## src/rtl/hdmi_video_timing_if.sv

```systemverilog
// rtl/hdmi_video_timing_if.sv - pixel request and aligned video output bundle
// master (timing generator): drives x, y, req, frame_start, line_start,
//   hsync, vsync, de, red, green, blue; receives rgb_in from pixel logic.
// slave (pixel logic / transmitter side): the mirror image.
interface hdmi_video_timing_if #(
    parameter int W_X     = 10,
    parameter int W_Y     = 10,
    parameter int W_COLOR = 8
);
    logic [W_X-1:0]       x;
    logic [W_Y-1:0]       y;
    logic                 req;
    logic                 frame_start;
    logic                 line_start;
    logic [3*W_COLOR-1:0] rgb_in;
    logic                 hsync;
    logic                 vsync;
    logic                 de;
    logic [W_COLOR-1:0]   red;
    logic [W_COLOR-1:0]   green;
    logic [W_COLOR-1:0]   blue;

    modport master (
        output x, y, req, frame_start, line_start,
        output hsync, vsync, de, red, green, blue,
        input  rgb_in
    );

    modport slave (
        input  x, y, req, frame_start, line_start,
        input  hsync, vsync, de, red, green, blue,
        output rgb_in
    );
endinterface

```

## src/rtl/hdmi_video_timing.sv

```systemverilog
// rtl/hdmi_video_timing.sv - video timing generator with pixel alignment pipeline
// clk: pixel clock; rst: synchronous active-high reset.
// vid (master): stage-0 x/y/req/frame_start/line_start out, rgb_in back from
//   pixel logic PIX_LAT cycles later, aligned hsync/vsync/de/red/green/blue out.
module hdmi_video_timing #(
    parameter int H_ACTIVE = 640,
    parameter int H_FRONT  = 16,
    parameter int H_SYNC   = 96,
    parameter int H_BACK   = 48,
    parameter int V_ACTIVE = 480,
    parameter int V_FRONT  = 10,
    parameter int V_SYNC   = 2,
    parameter int V_BACK   = 33,
    parameter bit HS_POL   = 1'b0,
    parameter bit VS_POL   = 1'b0,
    parameter int PIX_LAT  = 1,
    parameter int W_X      = 10,
    parameter int W_Y      = 10,
    parameter int W_COLOR  = 8
) (
    input  logic                clk,
    input  logic                rst,
    hdmi_video_timing_if.master vid
);
    localparam int H_TOTAL = H_ACTIVE + H_FRONT + H_SYNC + H_BACK;
    localparam int V_TOTAL = V_ACTIVE + V_FRONT + V_SYNC + V_BACK;

    localparam logic [W_X-1:0] X_LAST = W_X'(H_TOTAL - 1);
    localparam logic [W_X-1:0] X_ACT  = W_X'(H_ACTIVE);
    localparam logic [W_X-1:0] HS_BEG = W_X'(H_ACTIVE + H_FRONT);
    localparam logic [W_X-1:0] HS_END = W_X'(H_ACTIVE + H_FRONT + H_SYNC);
    localparam logic [W_Y-1:0] Y_LAST = W_Y'(V_TOTAL - 1);
    localparam logic [W_Y-1:0] Y_ACT  = W_Y'(V_ACTIVE);
    localparam logic [W_Y-1:0] VS_BEG = W_Y'(V_ACTIVE + V_FRONT);
    localparam logic [W_Y-1:0] VS_END = W_Y'(V_ACTIVE + V_FRONT + V_SYNC);

    // Stage 0: coordinate counters and their per-pixel flags.
    logic           started_q, started_d;
    logic [W_X-1:0] x_q, x_d;
    logic [W_Y-1:0] y_q, y_d;
    logic           req_q, req_d;
    logic           fs_q, fs_d;
    logic           ls_q, ls_d;

    // The first edge out of reset presents pixel (0,0) rather than (1,0),
    // so the counters hold at zero until started_q is set.
    always_comb begin
        started_d = 1'b1;
        x_d       = '0;
        y_d       = '0;
        if (started_q) begin
            if (x_q == X_LAST) begin
                x_d = '0;
                y_d = (y_q == Y_LAST) ? '0 : y_q + 1'b1;
            end else begin
                x_d = x_q + 1'b1;
                y_d = y_q;
            end
        end
        req_d = (x_d < X_ACT) && (y_d < Y_ACT);
        ls_d  = (x_d == '0);
        fs_d  = ls_d && (y_d == '0);
    end

    always_ff @(posedge clk) begin
        if (rst) begin
            started_q <= 1'b0;
            x_q       <= '0;
            y_q       <= '0;
            req_q     <= 1'b0;
            fs_q      <= 1'b0;
            ls_q      <= 1'b0;
        end else begin
            started_q <= started_d;
            x_q       <= x_d;
            y_q       <= y_d;
            req_q     <= req_d;
            fs_q      <= fs_d;
            ls_q      <= ls_d;
        end
    end

    // Stage-0 timing as active-high flags {hsync, vsync, de}; polarity is
    // applied only at the output so a cleared delay stage means inactive.
    logic [2:0] s0;
    assign s0 = {(x_q >= HS_BEG) && (x_q < HS_END),
                 (y_q >= VS_BEG) && (y_q < VS_END),
                 req_q};

    logic [2:0] dly;

    if (PIX_LAT == 0) begin : g_no_dly
        assign dly = s0;
    end else begin : g_dly
        logic [2:0] sr_q [PIX_LAT];
        logic [2:0] sr_d [PIX_LAT];

        always_comb begin
            sr_d[0] = s0;
            for (int i = 1; i < PIX_LAT; i++) begin
                sr_d[i] = sr_q[i-1];
            end
        end

        always_ff @(posedge clk) begin
            for (int i = 0; i < PIX_LAT; i++) begin
                sr_q[i] <= rst ? 3'b000 : sr_d[i];
            end
        end

        assign dly = sr_q[PIX_LAT-1];
    end

    // Output register. Colour is only taken from rgb_in while the aligned de
    // is high, so anything on rgb_in during blanking never propagates.
    logic               hsync_q, hsync_d;
    logic               vsync_q, vsync_d;
    logic               de_q, de_d;
    logic [W_COLOR-1:0] red_q, red_d;
    logic [W_COLOR-1:0] green_q, green_d;
    logic [W_COLOR-1:0] blue_q, blue_d;

    always_comb begin
        hsync_d = dly[2] ? HS_POL : ~HS_POL;
        vsync_d = dly[1] ? VS_POL : ~VS_POL;
        de_d    = dly[0];
        red_d   = '0;
        green_d = '0;
        blue_d  = '0;
        if (dly[0]) begin
            red_d   = vid.rgb_in[3*W_COLOR-1 -: W_COLOR];
            green_d = vid.rgb_in[2*W_COLOR-1 -: W_COLOR];
            blue_d  = vid.rgb_in[W_COLOR-1:0];
        end
    end

    always_ff @(posedge clk) begin
        if (rst) begin
            hsync_q <= ~HS_POL;
            vsync_q <= ~VS_POL;
            de_q    <= 1'b0;
            red_q   <= '0;
            green_q <= '0;
            blue_q  <= '0;
        end else begin
            hsync_q <= hsync_d;
            vsync_q <= vsync_d;
            de_q    <= de_d;
            red_q   <= red_d;
            green_q <= green_d;
            blue_q  <= blue_d;
        end
    end

    assign vid.x           = x_q;
    assign vid.y           = y_q;
    assign vid.req         = req_q;
    assign vid.frame_start = fs_q;
    assign vid.line_start  = ls_q;
    assign vid.hsync       = hsync_q;
    assign vid.vsync       = vsync_q;
    assign vid.de          = de_q;
    assign vid.red         = red_q;
    assign vid.green       = green_q;
    assign vid.blue        = blue_q;
endmodule

```

## src/flat_wrapper.sv

```systemverilog
// flat-port wrapper written by rule: the top's interface ports become plain ports
module hdmi_video_timing_flat 
#(
    parameter int H_ACTIVE = 640,
    parameter int H_FRONT  = 16,
    parameter int H_SYNC   = 96,
    parameter int H_BACK   = 48,
    parameter int V_ACTIVE = 480,
    parameter int V_FRONT  = 10,
    parameter int V_SYNC   = 2,
    parameter int V_BACK   = 33,
    parameter bit HS_POL   = 1'b0,
    parameter bit VS_POL   = 1'b0,
    parameter int PIX_LAT  = 1,
    parameter int W_X      = 10,
    parameter int W_Y      = 10,
    parameter int W_COLOR  = 8
)
  (clk, rst, vid_x, vid_y, vid_req, vid_frame_start, vid_line_start, vid_hsync, vid_vsync, vid_de, vid_red, vid_green, vid_blue, vid_rgb_in);
  hdmi_video_timing_if #(.W_X(W_X), .W_Y(W_Y), .W_COLOR(W_COLOR)) vid_i ();
  input  logic clk;
  input  logic rst;
  output wire logic [$bits(vid_i.x)-1:0] vid_x;
  output wire logic [$bits(vid_i.y)-1:0] vid_y;
  output wire logic [$bits(vid_i.req)-1:0] vid_req;
  output wire logic [$bits(vid_i.frame_start)-1:0] vid_frame_start;
  output wire logic [$bits(vid_i.line_start)-1:0] vid_line_start;
  output wire logic [$bits(vid_i.hsync)-1:0] vid_hsync;
  output wire logic [$bits(vid_i.vsync)-1:0] vid_vsync;
  output wire logic [$bits(vid_i.de)-1:0] vid_de;
  output wire logic [$bits(vid_i.red)-1:0] vid_red;
  output wire logic [$bits(vid_i.green)-1:0] vid_green;
  output wire logic [$bits(vid_i.blue)-1:0] vid_blue;
  input wire logic [$bits(vid_i.rgb_in)-1:0] vid_rgb_in;
  assign vid_x = vid_i.x;
  assign vid_y = vid_i.y;
  assign vid_req = vid_i.req;
  assign vid_frame_start = vid_i.frame_start;
  assign vid_line_start = vid_i.line_start;
  assign vid_hsync = vid_i.hsync;
  assign vid_vsync = vid_i.vsync;
  assign vid_de = vid_i.de;
  assign vid_red = vid_i.red;
  assign vid_green = vid_i.green;
  assign vid_blue = vid_i.blue;
  assign vid_i.rgb_in = vid_rgb_in;
  hdmi_video_timing #(.H_ACTIVE(H_ACTIVE), .H_FRONT(H_FRONT), .H_SYNC(H_SYNC), .H_BACK(H_BACK), .V_ACTIVE(V_ACTIVE), .V_FRONT(V_FRONT), .V_SYNC(V_SYNC), .V_BACK(V_BACK), .HS_POL(HS_POL), .VS_POL(VS_POL), .PIX_LAT(PIX_LAT), .W_X(W_X), .W_Y(W_Y), .W_COLOR(W_COLOR)) u_core (.clk(clk), .rst(rst), .vid(vid_i));
endmodule
```

## config.mk

```make
export PLATFORM = sky130hd
export DESIGN_NAME = hdmi_video_timing_flat
export DESIGN_NICKNAME = d
export VERILOG_FILES = /design/src/rtl/hdmi_video_timing_if.sv /design/src/rtl/hdmi_video_timing.sv /design/src/flat_wrapper.sv
export SDC_FILE = /design/constraint.sdc
export NUM_CORES = 1
export LEC_CHECK = 0
export CAP_MARGIN = 20
export CORE_MARGIN = 3
export CORE_UTILIZATION = 46
export CTS_BUF_LIST = sky130_fd_sc_hd__clkbuf_8
export DETAILED_ROUTE_END_ITERATION = 12
export PLACE_DENSITY_LB_ADDON = 0.2
export SKIP_LAST_GASP = 1
export SLEW_MARGIN = 30
export SYNTH_ARGS = -nofsm -noshare
export SYNTH_HDL_FRONTEND = slang
export SYNTH_SLANG_ARGS = --single-unit
```

## constraint.sdc

```tcl
create_clock -name clk -period 2.9 [get_ports clk]
set_input_delay 0.58 -clock clk [delete_from_list [all_inputs] [get_ports clk]]
set_output_delay 0.58 -clock clk [all_outputs]
set_load 0.05 [all_outputs]
```

==> metrics.sh, run 1 <==
PORTBUFS=75
TIMING.FINAL.CRIT_SHARE=0.9028
STATUS='finished clean'
CRITICAL_PATH.STARTPOINT_TYPE='register'
DRC=0
SYNTH_TOP_AREA_CELL='sky130_fd_sc_hd__dfxtp_1'
TRACK_USAGE=0.1781
SYNTH_SEQ_AREA_SHARE=0.4937
YS_WARN_COUNT=0
LAYOUT_COMMON_CELLS='75 x sky130_fd_sc_hd__clkdlybuf4s50_1, 54 x sky130_fd_sc_hd__dfxtp_1, 26 x sky130_fd_sc_hd__and2_1, 24 x sky130_fd_sc_hd__nor2_1, 16 x sky130_fd_sc_hd__nand2_1'
MAXCAP_VIOLATIONS=0
FIN_TOTAL_PWR_uW=1394
CLOCK_LATENCY_NS=0.30
INITIAL_ANTENNA_VIOLATION_COUNT=0
GRT_FIRST_PASS_WIRELENGTH_UM=7831
DIODES_INSERTED=0
LAYOUT.CELLS.MOST_COMMON='sky130_fd_sc_hd__clkdlybuf4s50_1'
PLACEMENTROWS=24
RSZ0062_AT_GRT='false'
CTS_INSERTED_BUFFERS=5
LAYOUT.NETS=332
ANTENNA_LEFT=0
DIEWIDTH_UM=74.99
FINAL_CELL_COUNT_NO_FILL=355
WORST_HOLD_PATH.NUM_CELLS=1
NETLIST-CELL-TYPE-COUNT=47
IR_DROP_mV=0.2860
MOST_USED_DFF_POST_SYNTH='sky130_fd_sc_hd__dfxtp_1'
CLK_PATH_BUF_DEPTH=2
CTS_TREE='yes'
CLOCK-SINKS=54
CLOCKROOTBUFFER='sky130_fd_sc_hd__clkbuf_8'
TIMING.FINAL.MAX_SLEW_VIOLATIONS=0
R2R_SLACK_NS=0.28
POSTROUTEWIRELENGTH_UM=4956
LAYOUT.CORE_UTILIZATION=0.6820
SETUP_TOTAL_NEGATIVE_SLACK_NS=0
CRITICAL_PATH_CLASS='reg -> reg'
DEPTH_OF_THE_WORST_REGISTER_TO_REGISTER_PATH=7
FIN_SKEW_NS=0.005092
SYNTH.AVG_CELL_AREA_UM2=9.397
POWER.STATIC_LEAKAGE_uW=0.001098
CTSHOLDBUFFERS=0
LARGEST_DRIVER_FANOUT_ON_THE_CRITICAL_PATH=10
SYN_TO_FINAL_GROWTH_PCT=39.37
POWER.DENSITY_CELL_AREA_mW_PER_MM2=456.7
GLOBAL_ROUTE_CONGESTION_OVERFLOW_TOTAL=0
SYNTH.FF_LATCH_COUNT=54
CTS_SETUP_BUFFERS=0
FRACTION_OF_FINAL_LAYOUT_CELLS_SIZED_BEYOND_DRIVE_STRENGTH_1=0.06601
TIGHTESTPINTRANSITION_NS=0.5294
FINAL.FILL_COUNT=377
DETAIL_ROUTE.WL_PER_CELL_UM=13.96
WORST_HOLD_MARGIN_NS=0.3797
COUNT_OF_FINAL_HOLD_CHECK_VIOLATIONS=0
ROUTE.DETAILED.VIAS_PER_INST=5.228
SYN_NETS=263
SYNTH_TOP_AREA_FRAC=0.4937
NUMBER_OF_SEARCH_AND_REPAIR_ITERATIONS_IN_THE_FIRST_DETAILED_ROUTING_PASS=4
WORST_EP_ARRIVAL_TIME_NS=2.81
POST-DP-HPWL_UM=3607
FIRST_GLOBAL_VIAS=1639
DIE_Y_UM=74.99
CELL_COUNT_POST_PLACEMENT=347
SYNTH_AREA_MM2=0.002190
POSTSYNTH.ASYNCRESETSHARE=0
INITIAL_UTILIZATION=0.4894
WORST_SETUP_PATH_END_KIND='register'
TOP_LEVEL_PORTS=76
MAXIMUM_NUMBER_OF_PINS_ON_ONE_NET_BEFORE_GLOBAL_ROUTE_REPAIR=26
HTREE_NUM_LEVELS=2
RR_STARTPOINT='u_core.vid.x[0]$_SDFF_PP0_'
SYNTH.TOP_CELLS.BY_AREA='sky130_fd_sc_hd__dfxtp_1 49%, sky130_fd_sc_hd__and2_1 7.4%, sky130_fd_sc_hd__xnor2_1 4.8%'
SYNTH-EDFF-COUNT=0
SYNTHESIS.INSTANCES=233
CLK_TRANSITION_REPORTED_PATHS_NS=0.09
TIMING.HOLD.WORST.START='u_core.g_dly.sr_q[0][2]$_SDFF_PP0_'
VIAS=1856
SETUP_VIOLATIONS=0
WORST-ENDPOINT-REQUIRED_NS=3.10
LAYOUT_MIN_CYCLE_TIME_NS=2.618
DETAIL_ROUTE.ITER0.VIOLATIONS=65
PLACE_CONGESTION=0.8926
CTS_REPAIR_RESIZE_COUNT=0
HEADROOM_TO_THE_MAX_SLEW_LIMIT=0.6460
HP-CLASS='reg -> reg'
HOLD_END='u_core.vid.hsync$_SDFF_PP1_'
DIE_FOOTPRINT_MM2=0.005624
HIGHEST_ACHIEVABLE_CLOCK_RATE_MHz=382.0
WORST_R2R_ENDPOINT='u_core.vid.frame_start$_SDFF_PP0_'
CORE-AREA_MM2=0.004474
==> critical path, cell delays in order (launching register included) <==
cell	delay (ns)
sky130_fd_sc_hd__dfxtp_1	0.45
sky130_fd_sc_hd__ha_1	0.38
sky130_fd_sc_hd__nand4_4	0.15
sky130_fd_sc_hd__or4_4	0.58
sky130_fd_sc_hd__or4_4	0.55
sky130_fd_sc_hd__a21oi_2	0.20
sky130_fd_sc_hd__nor3_1	0.06
sky130_fd_sc_hd__nor3b_1	0.14
==> through the flow <==
step                worst slack, ns  instance area, um2
floorplan                    0.1159                2190
global placement             0.4029                2942
finish                       0.2819                3052
CTS                          0.2960                3052
detailed placement           0.3125                2942
global route                 0.1337                3052
==> worst max path at each step <==
stage,start,endpoint,slack [ns],cells past startpoint
final,u_core.vid.x[0]$_SDFF_PP0_,u_core.vid.frame_start$_SDFF_PP0_,0.28,7
after global routing,u_core.vid.x[0]$_SDFF_PP0_,u_core.vid.frame_start$_SDFF_PP0_,0.13,7
after CTS,u_core.vid.x[0]$_SDFF_PP0_,u_core.vid.frame_start$_SDFF_PP0_,0.30,7
after detailed placement,u_core.vid.x[0]$_SDFF_PP0_,u_core.vid.frame_start$_SDFF_PP0_,0.31,7
after global placement,u_core.vid.x[0]$_SDFF_PP0_,u_core.vid.frame_start$_SDFF_PP0_,0.40,7
after floorplan,u_core.vid.x[0]$_SDFF_PP0_,u_core.vid.frame_start$_SDFF_PP0_,0.12,9
==> report_power, final <==
group          total [uW]  switching, uW  leakage, uW  internal, uW
Sequential            763           6.56     0.000439           756
Clock                 492            238    0.0000556           254
Combinational         139           75.9     0.000603          62.8
Total                1390            320      0.00110          1070
==> cells in the mapped netlist (3+ instances only) <==
cell                       number
sky130_fd_sc_hd__a21oi_1        4
sky130_fd_sc_hd__and2_1        26
sky130_fd_sc_hd__and3_1         4
sky130_fd_sc_hd__buf_2          3
sky130_fd_sc_hd__buf_4          4
sky130_fd_sc_hd__clkbuf_1       7
sky130_fd_sc_hd__dfxtp_1       54
sky130_fd_sc_hd__ha_1           4
sky130_fd_sc_hd__inv_1          6
sky130_fd_sc_hd__nand2_1       16
sky130_fd_sc_hd__nand3_1        7
sky130_fd_sc_hd__nand4_1        5
sky130_fd_sc_hd__nor2_1        24
sky130_fd_sc_hd__nor3_1         8
sky130_fd_sc_hd__nor4_1         5
sky130_fd_sc_hd__xnor2_1       12
sky130_fd_sc_hd__xor2_1         5
==> state kept, by name (all words and copies together), names as in the netlist <==
signal,flops
u_core.vid.vsync,1
u_core.vid.y,10
u_core.vid.req,1
u_core.vid.frame_start,1
u_core.vid.hsync,1
u_core.vid.red,8
u_core.vid.line_start,1
u_core.started_q,1
u_core.vid.green,8
u_core.vid.blue,8
u_core.vid.x,10
u_core.vid.de,1
u_core.g_dly.sr_q,3
==> cells by family after synthesis <==
| logic type | after synthesis | synth area share |
|---|---|---|
| buf+inv | 23 | 0.05142 |
| xor+xnor | 17 | 0.06800 |
| fa+ha+maj | 4 | 0.02286 |
| compound gates | 22 | 0.07315 |
| mux | 2 | 0.009143 |
| simple gates | 111 | 0.2817 |
| flops | 54 | 0.4937 |
==> layer usage <==
layer	GRT usage	part of all wire
met4	0.05138	0.013
met3	0.05340	0.092
met5	0	0
met2	0.2582	0.43
met1	0.2560	0.47
==> final cells by class <==
cell class,instances,area [um2],area share
Sequential cell,54,1081,0.3542
Multi-Input combinational cell,156,996.0,0.3264
Timing Repair Buffer,78,773.2,0.2534
Clock buffer,5,68.82,0.02255
Tap cell,52,65.06,0.02132
Clock inverter,3,41.29,0.01353
Inverter,7,26.28,0.008610
No activity file was read; power rests on OpenSTA's default activity.
==> run 2: changes to the inputs <==
- CAP_MARGIN: 20 -> unset
==> results of run 2 <==
Same layout as run 1: the final DEF is identical, and so are final timing and power.
